## src/rtl/exec_pkg.sv

```systemverilog
// Shared types for the four-phase execute sequencer: default widths, opcodes and FSM states.
package exec_pkg;

  localparam int DATA_W_DEFAULT = 4;
  localparam int ADDR_W_DEFAULT = 2;

  typedef enum logic [2:0] {
    OP_ADD = 3'b000,
    OP_SUB = 3'b001,
    OP_AND = 3'b010,
    OP_OR  = 3'b011,
    OP_XOR = 3'b100,
    OP_LDI = 3'b101,
    OP_SHL = 3'b110,
    OP_NOP = 3'b111
  } opcode_t;

  typedef enum logic [1:0] {
    ST_IDLE  = 2'd0,
    ST_READ  = 2'd1,
    ST_EXEC  = 2'd2,
    ST_WRITE = 2'd3
  } state_t;

  function automatic logic op_writes_rf(input opcode_t op);
    return op != OP_NOP;
  endfunction

endpackage

```

## src/rtl/exec_alu.sv

```systemverilog
// Combinational ALU: one-bit-wider arithmetic so the carry falls out as the top bit.
module exec_alu
  import exec_pkg::*;
#(
  parameter int DATA_W = DATA_W_DEFAULT
) (
  input  opcode_t           op,
  input  logic [DATA_W-1:0] a,
  input  logic [DATA_W-1:0] b,
  input  logic [DATA_W-1:0] imm,
  output logic [DATA_W-1:0] result,
  output logic              carry
);

  logic [DATA_W:0] wide;

  always_comb begin
    wide  = '0;
    carry = 1'b0;
    case (op)
      OP_ADD: begin
        wide  = {1'b0, a} + {1'b0, b};
        carry = wide[DATA_W];
      end
      OP_SUB: begin
        // carry set means no borrow
        wide  = {1'b0, a} + {1'b0, ~b} + {{DATA_W{1'b0}}, 1'b1};
        carry = wide[DATA_W];
      end
      OP_AND: wide = {1'b0, a & b};
      OP_OR:  wide = {1'b0, a | b};
      OP_XOR: wide = {1'b0, a ^ b};
      OP_LDI: wide = {1'b0, imm};
      OP_SHL: begin
        wide  = {a, 1'b0};
        carry = wide[DATA_W];
      end
      default: wide = '0;
    endcase
    result = wide[DATA_W-1:0];
  end

endmodule

```

## src/rtl/exec_sequencer.sv

```systemverilog
// Multi-cycle instruction sequencer: IDLE -> READ -> EXEC -> WRITE around an external register file.
module exec_sequencer
  import exec_pkg::*;
#(
  parameter int DATA_W = DATA_W_DEFAULT,
  parameter int ADDR_W = ADDR_W_DEFAULT
) (
  input  logic              clock,
  input  logic              reset,
  input  logic              instr_valid,
  output logic              instr_ready,
  input  logic [2:0]        instr_op,
  input  logic [ADDR_W-1:0] instr_rd,
  input  logic [ADDR_W-1:0] instr_rs1,
  input  logic [ADDR_W-1:0] instr_rs2,
  input  logic [DATA_W-1:0] instr_imm,
  output logic [ADDR_W-1:0] rf_read_address_1,
  output logic [ADDR_W-1:0] rf_read_address_2,
  input  logic [DATA_W-1:0] rf_data_1,
  input  logic [DATA_W-1:0] rf_data_2,
  output logic              rf_write_enable,
  output logic [ADDR_W-1:0] rf_write_address,
  output logic [DATA_W-1:0] rf_write_data,
  output logic              result_valid,
  output logic [DATA_W-1:0] result_data,
  output logic              flag_carry,
  output logic              flag_zero,
  output logic              busy
);

  state_t              state_reg, state_next;
  opcode_t             op_reg;
  logic [ADDR_W-1:0]   rd_reg, rs1_reg, rs2_reg;
  logic [ADDR_W-1:0]   read_addr_1_reg, read_addr_2_reg;
  logic [DATA_W-1:0]   imm_reg, opa_reg, opb_reg, result_reg;
  logic                carry_reg, flag_carry_reg, flag_zero_reg;
  logic                accept, write_active;
  logic [DATA_W-1:0]   alu_result;
  logic                alu_carry;

  assign accept = instr_valid && instr_ready;

  exec_alu #(.DATA_W(DATA_W)) u_alu (
    .op     (op_reg),
    .a      (opa_reg),
    .b      (opb_reg),
    .imm    (imm_reg),
    .result (alu_result),
    .carry  (alu_carry)
  );

  always_ff @(posedge clock) begin
    if (reset) state_reg <= ST_IDLE;
    else       state_reg <= state_next;
  end

  always_comb begin
    state_next = state_reg;
    case (state_reg)
      ST_IDLE:  if (accept) state_next = ST_READ;
      ST_READ:  state_next = ST_EXEC;
      ST_EXEC:  state_next = ST_WRITE;
      ST_WRITE: state_next = ST_IDLE;
      default:  state_next = ST_IDLE;
    endcase
  end

  // Write strobe is masked by reset so an abort during WRITE never reaches the register file.
  always_comb begin
    instr_ready  = 1'b0;
    busy         = 1'b1;
    write_active = 1'b0;
    case (state_reg)
      ST_IDLE: begin
        instr_ready = 1'b1;
        busy        = 1'b0;
      end
      ST_WRITE: write_active = op_writes_rf(op_reg) && !reset;
      default: ;
    endcase
  end

  always_ff @(posedge clock) begin
    if (reset) begin
      op_reg          <= OP_ADD;
      rd_reg          <= '0;
      rs1_reg         <= '0;
      rs2_reg         <= '0;
      imm_reg         <= '0;
      read_addr_1_reg <= '0;
      read_addr_2_reg <= '0;
      opa_reg         <= '0;
      opb_reg         <= '0;
      result_reg      <= '0;
      carry_reg       <= 1'b0;
      flag_carry_reg  <= 1'b0;
      flag_zero_reg   <= 1'b0;
    end else begin
      case (state_reg)
        ST_IDLE: if (accept) begin
          op_reg          <= opcode_t'(instr_op);
          rd_reg          <= instr_rd;
          rs1_reg         <= instr_rs1;
          rs2_reg         <= instr_rs2;
          imm_reg         <= instr_imm;
          // read ports move only here, so they are stable through READ and held afterwards
          read_addr_1_reg <= instr_rs1;
          read_addr_2_reg <= instr_rs2;
        end
        ST_READ: begin
          opa_reg <= rf_data_1;
          opb_reg <= rf_data_2;
        end
        ST_EXEC: if (op_writes_rf(op_reg)) begin
          result_reg <= alu_result;
          carry_reg  <= alu_carry;
        end
        ST_WRITE: if (op_writes_rf(op_reg)) begin
          flag_carry_reg <= carry_reg;
          flag_zero_reg  <= (result_reg == '0);
        end
        default: ;
      endcase
    end
  end

  assign rf_read_address_1 = read_addr_1_reg;
  assign rf_read_address_2 = read_addr_2_reg;
  assign rf_write_enable   = write_active;
  assign rf_write_address  = rd_reg;
  assign rf_write_data     = result_reg;
  assign result_valid      = write_active;
  assign result_data       = result_reg;
  assign flag_carry        = flag_carry_reg;
  assign flag_zero         = flag_zero_reg;

endmodule

```

## config.mk

```make
export PLATFORM = sky130hd
export DESIGN_NAME = exec_sequencer
export DESIGN_NICKNAME = d
export VERILOG_FILES = /design/src/rtl/exec_pkg.sv /design/src/rtl/exec_alu.sv /design/src/rtl/exec_sequencer.sv
export SDC_FILE = /design/constraint.sdc
export NUM_CORES = 1
export LEC_CHECK = 0
export CAP_MARGIN = 10
export CELL_PAD_IN_SITES_DETAIL_PLACEMENT = 1
export CELL_PAD_IN_SITES_GLOBAL_PLACEMENT = 2
export CORE_MARGIN = 2
export CORE_UTILIZATION = 28
export DETAILED_ROUTE_END_ITERATION = 6
export HOLD_SLACK_MARGIN = 0.05
export PLACE_DENSITY = 0.85
export SETUP_SLACK_MARGIN = 0.5
export SLEW_MARGIN = 20
export SYNTH_ARGS = -nofsm -noshare
export SYNTH_HDL_FRONTEND = slang
export SYNTH_HIERARCHICAL = 1
export SYNTH_SLANG_ARGS = --single-unit
```

## constraint.sdc

```tcl
create_clock -name clock -period 2.4 [get_ports clock]
set_input_delay 0.36 -clock clock [delete_from_list [all_inputs] [get_ports clock]]
set_output_delay 0.36 -clock clock [all_outputs]
set_load 0.1 [all_outputs]
```

* Yosys cells after proc, flatten, opt, wreduce, memory -nomap -nowiden
Cells that the tools add are included.
W data, S select, Z words.
** Storage, ports and cells
- Logic and storage cells :: 46
- Input port bits :: 24
- Output and inout bits :: 20
- Flip-flop bits (word level) :: 30
** Operators by class
- Equality and inequality tests :: 11
- Add/sub/neg operators :: 3
- Bitwise gates (word level) :: 4
- Reduce and logical (&&, ||, !) cells :: 9
- Multiplexer cells :: 7
** Operators by type and width (count)
- $pmux W4 S7 :: 1
- $add A4 B4 Y5 :: 2
- $eq A3 B3 Y1 const B :: 3
- $pmux W2 S4 :: 1
- $eq A3 B2 Y1 const B :: 2
- $reduce_and A2 Y1 :: 3
- $add A5 B1 Y5 const B :: 1
- $and A4 B4 Y4 :: 1
- $eq A2 B2 Y1 const B :: 2
- $logic_not A4 Y1 :: 1
- $not A4 Y4 :: 1
- $or A4 B4 Y4 :: 1
- $xor A4 B4 Y4 :: 1
- $eq A3 B1 Y1 const B :: 1
- $logic_not A3 Y1 :: 1
- $mux W1 :: 3
- $ne A3 B3 Y1 const B :: 1
- $pmux W1 S3 :: 1
- $eq A2 B1 Y1 const B :: 1
- $logic_and A1 B1 Y1 :: 2
- $logic_not A2 Y1 :: 1
- $mux W2 :: 1
- $ne A2 B2 Y1 const B :: 1
- $logic_not A1 Y1 :: 1

* Logic depth before layout (Yosys ltp)
- Word-level depth :: 5
- Depth in mapped cells :: 10
- Gate-level depth less buffers :: 10

* By module
Netlist, hierarchy kept.
** By module, submodules not included
- exec_sequencer :: sequential area each 600.6 µm², area each 1183.6 µm², times used 1, cells each 139
- exec_alu :: sequential area each 0.0 µm², area each 623.1 µm², times used 1, cells each 79

* Worst setup path after synthesis
OpenSTA, ideal clock, no wires.
- Path type :: reg-to-output
- Start :: register op_reg[0]
- End :: output rf_write_enable
- Arrival :: 3301 ps
- Buffers on the path :: 2
- Required time :: 2040 ps
- Setup slack :: -1261 ps
- Cell stages (with the launch flop) :: 5
- Cell sequence :: dfxtp_1 -> and3_1 -> clkbuf_2 -> nor3_1 -> buf_4
** Between the ends
- Longest elaborated chain between the ends :: 3
** Ends and longest elaborated chain
- from (decl) :: line exec_sequencer.sv:32 : opcode_t op_reg;
- from (signal assigned) :: line exec_sequencer.sv:101 : op_reg <= opcode_t'(instr_op);
- $ne A3 B3 Y1 :: line exec_pkg.sv:26 : return op != OP_NOP;
- $logic_and A1 B1 Y1 :: line exec_sequencer.sv:78 : ST_WRITE: write_active = op_writes_rf(op_reg) && !reset;
- $mux W1 :: line exec_sequencer.sv:73 : case (state_reg)
- to (decl) :: line exec_sequencer.sv:21 : output logic rf_write_enable,
Every way passes these cells.

* Worst setup path after layout
- Start :: register opa_reg[0]
- End :: register result_reg[2], in the netlist result_data[2]
** Between the ends
- Longest elaborated chain between the ends :: 3
- Elaborated cells on any way between the ends :: 4
- Those cells by class :: 3 x add/sub; 1 x mux
** Ends and longest elaborated chain
- from (decl) :: line exec_sequencer.sv:35 : logic [DATA_W-1:0] imm_reg, opa_reg, opb_reg, result_reg;
- from (signal assigned) :: line exec_sequencer.sv:111 : opa_reg <= rf_data_1;
- $add A4 B4 Y5 :: line exec_alu.sv:27 : wide = {1'b0, a} + {1'b0, ~b} + {{DATA_W{1'b0}}, 1'b1};
- $add A5 B1 Y5 :: line exec_alu.sv:27
- $pmux W4 S7 (*) :: line exec_alu.sv:20 : case (op)
- named net alu_result[2] :: line exec_sequencer.sv:38 : logic [DATA_W-1:0] alu_result;
- to (signal assigned) :: line exec_sequencer.sv:115 : result_reg <= alu_result;
- to (decl) :: line exec_sequencer.sv:35
Mark *: on every way through the listed nets, which the timed path passes. The rest lies on a longest branch.
A chain may end at the register's enable or synchronous reset.

==> impl_metrics.yaml <==
synth:
  synth_nets: 260
  synth_cell_types: 44
  ys_ff_latch: 30
  ys_warn_count: 6
  synth_edf_count: 0
  yosysSeqAreaShare: 0.332
  synth_common_cells: "nand2_1 (31), dfxtp_1 (30), a21oi_1 (25)"
  synthArstFlopShare: 0
  synth_area_leader_cell: "dfxtp_1"
  synthCells: 218
  syn_avg_cell_area_um2: 8.29
  synth_top_area_frac: 0.332
  syn_area_um2: 1810
  ys.flop_type: "dfxtp_1"
  yosysMostFrequentCell: "nand2_1"
  yosys-top-cells-area: "dfxtp_1 (33%), ha_1 (11%), a21oi_1 (6.9%), nand2_1 (6.4%), mux2i_1 (6.1%)"
worst_setup_path:
  rr_worst_depth: 10
  worst-path-max-fanout: 4
  critPathKind: "reg2reg"
  r2r_start: "opa_reg[0]$_SDFFE_PP0N_"
  cp.arrival_ns: 2.08
  critPathRequiredTime_ns: 2.61
  worstSetupEndpointType: "flip-flop"
  rr_endpoint: "result_data[2]$_SDFFE_PP0P_"
  r2r_slack_ns: 0.53
  cp-start-kind: "flip-flop"
global_routing:
  grt_pass1_wl_um: 8200
  grt_max_degree: 31
  grt_use_total: 0.144
  antenna_found_initial: 0
  grt-ovfl-total: 0
  grt_pass1_vias: 1628
routing:
  ant_nets: 0
  drt-initial-drc-count: 46
  dr.pass1.iters: 4
  vias: 1666
  vias_per_cell: 4.99
  wl_per_cell_um: 14.9
  drc: 0
  drt-total-wl_um: 4970
clock_tree:
  clock-sinks: 30
  tritoncts: "yes"
  clkLatencyLatePin_ns: 0.28
  clock_path_buffers: 2
  clockRootBuffer: "clkbuf_8"
  cts_made_buffers: 5
  clk_pin_slew_worst_paths_ns: 0.07
  hold_buffers: 0
  cts.htree.levels: 2
power:
  total_power_uw: 2870
  peakVddDrop_v: 0.000457
  power.leakage_uw: 0.000940
  power_density_nw_per_um2: 1150
min_path:
  hold_start: "rf_read_address_1[1]$_SDFFE_PP0P_"
  hold_path_end: "rf_read_address_1[1]$_SDFFE_PP0P_"
  whs_path_depth: 2
  hp-class: "reg2reg"
die:
  die_y_um: 84.3
  row_count: 29
  io_pins: 44
  core_area_um2: 6280
  dieArea_um2: 7110
  start_util: 0.288
  die_x_um: 84.3
timing:
  fin_ws_ns: 0.528
  hold_viol_final: 0
  period_share: 0.780
  rsz0062_at_grt: "yes"
  finClkSkew_ns: 0.00756
  tightest_slew_ns: 0.562
  slew_viol_final: 0
  finalWorstPathRequiredPeriod_ns: 1.87
  finalSetupViolations: 0
  max_freq_mhz: 534
  max_slew_margin: 0.625
  setup_tns_ns: 0
placement:
  dp_slack_ns: 0.354
  place_congestion: 0.788
  port_buffers: 43
  dpl.hpwl_um: 3410
layout:
  layout-drive-gt1-share: 0.261
  fin_util: 0.396
  area_growth_pct: 37.7
  num_antenna_cells: 0
  nNetsFinal: 299
flow_run:
  drv_cap: 0
outcome:
  status: "completed"
==> critical path, cell delays in order (launching register included) <==
cell	delay [ns]
dfxtp_4	0.36
inv_4	0.06
ha_4	0.13
inv_2	0.03
fa_2	0.34
nand2_1	0.08
o211ai_1	0.09
a221o_1	0.32
nand3_1	0.12
nand3_1	0.10
a21oi_1	0.16
==> stage by stage <==
step                area (um2)  std cells  hold WS (ns)
floorplan                 1860        218         0.433
global placement          2250        323         0.445
detailed placement        2250        323         0.453
CTS                       2410        331         0.463
global route              2490        334         0.479
finish                    2490        334         0.457
==> what timing repair did <==
action / CTS / global route
pin swaps: 4 / 7
gates resized for setup: 16 / 15
setup buffers: 1 / 3
setup endpoints to repair: 6 / 6
==> power by group <==
| part | internal [uW] | switching (uW) | total [uW] |
|---|---|---|---|
| Sequential | 621 | 151 | 772 |
| Combinational | 523 | 1040 | 1560 |
| Clock | 332 | 200 | 532 |
==> final cells by class <==
class                           instances  area [um2]
Tap cell                               77        96.3
Clock inverter                          1        30.0
Clock buffer                            6        82.6
Fill cell                             746        3790
Timing Repair Buffer                   48         443
Inverter                               18        70.1
Multi-Input combinational cell        154        1140
Sequential cell                        30         624
==> worst max-delay path by stage <==
stage | start | endpoint
global placement | opa_reg[1]$_SDFFE_PP0N_ | result_data[3]$_SDFFE_PP0P_
finish | opa_reg[0]$_SDFFE_PP0N_ | result_data[2]$_SDFFE_PP0P_
detailed placement | opa_reg[1]$_SDFFE_PP0N_ | result_data[3]$_SDFFE_PP0P_
CTS | opb_reg[1]$_SDFFE_PP0N_ | result_data[3]$_SDFFE_PP0P_
floorplan | op_reg[0]$_SDFFE_PP0P_ | rf_write_enable
global route | opa_reg[0]$_SDFFE_PP0N_ | result_data[2]$_SDFFE_PP0P_
==> cells by family (layout without fill, tap and decap cells) <==
| family | Yosys count | in the layout | share of synthesized area |
|---|---|---|---|
| and+or+nand+nor | 71 | 71 | 0.188 |
| AOI/OAI and AO/OA | 53 | 53 | 0.186 |
| buffers and inverters | 34 | 73 | 0.0935 |
| DFF | 30 | 30 | 0.332 |
| adders and majority gates | 18 | 18 | 0.133 |
| muxes | 12 | 12 | 0.0672 |
==> layout by cell type (no fill, tap or decap), types with 3 or more instances in the layout <==
cell             count
a21oi_1             22
a31oi_1              3
buf_4               23
clkbuf_8             6
clkdlybuf4s50_1     23
dfxtp_1             19
dfxtp_2              7
dfxtp_4              4
ha_1                10
ha_4                 4
inv_1               13
inv_2                4
mux2i_1             11
nand2_1             31
nand3_1             10
nor2_1              15
nor2b_1              3
o21ai_0              8
==> per-layer routing <==
layer | vias to the layer above | track usage | share of wire
met5 | - | 0 | 0
met4 | 0 | 0.0577 | 0.026
met3 | 10 | 0.0305 | 0.042
met2 | 46 | 0.240 | 0.48
met1 | 794 | 0.184 | 0.45
li1 | 816 | - | -
(Power assumes the default switching activity.)
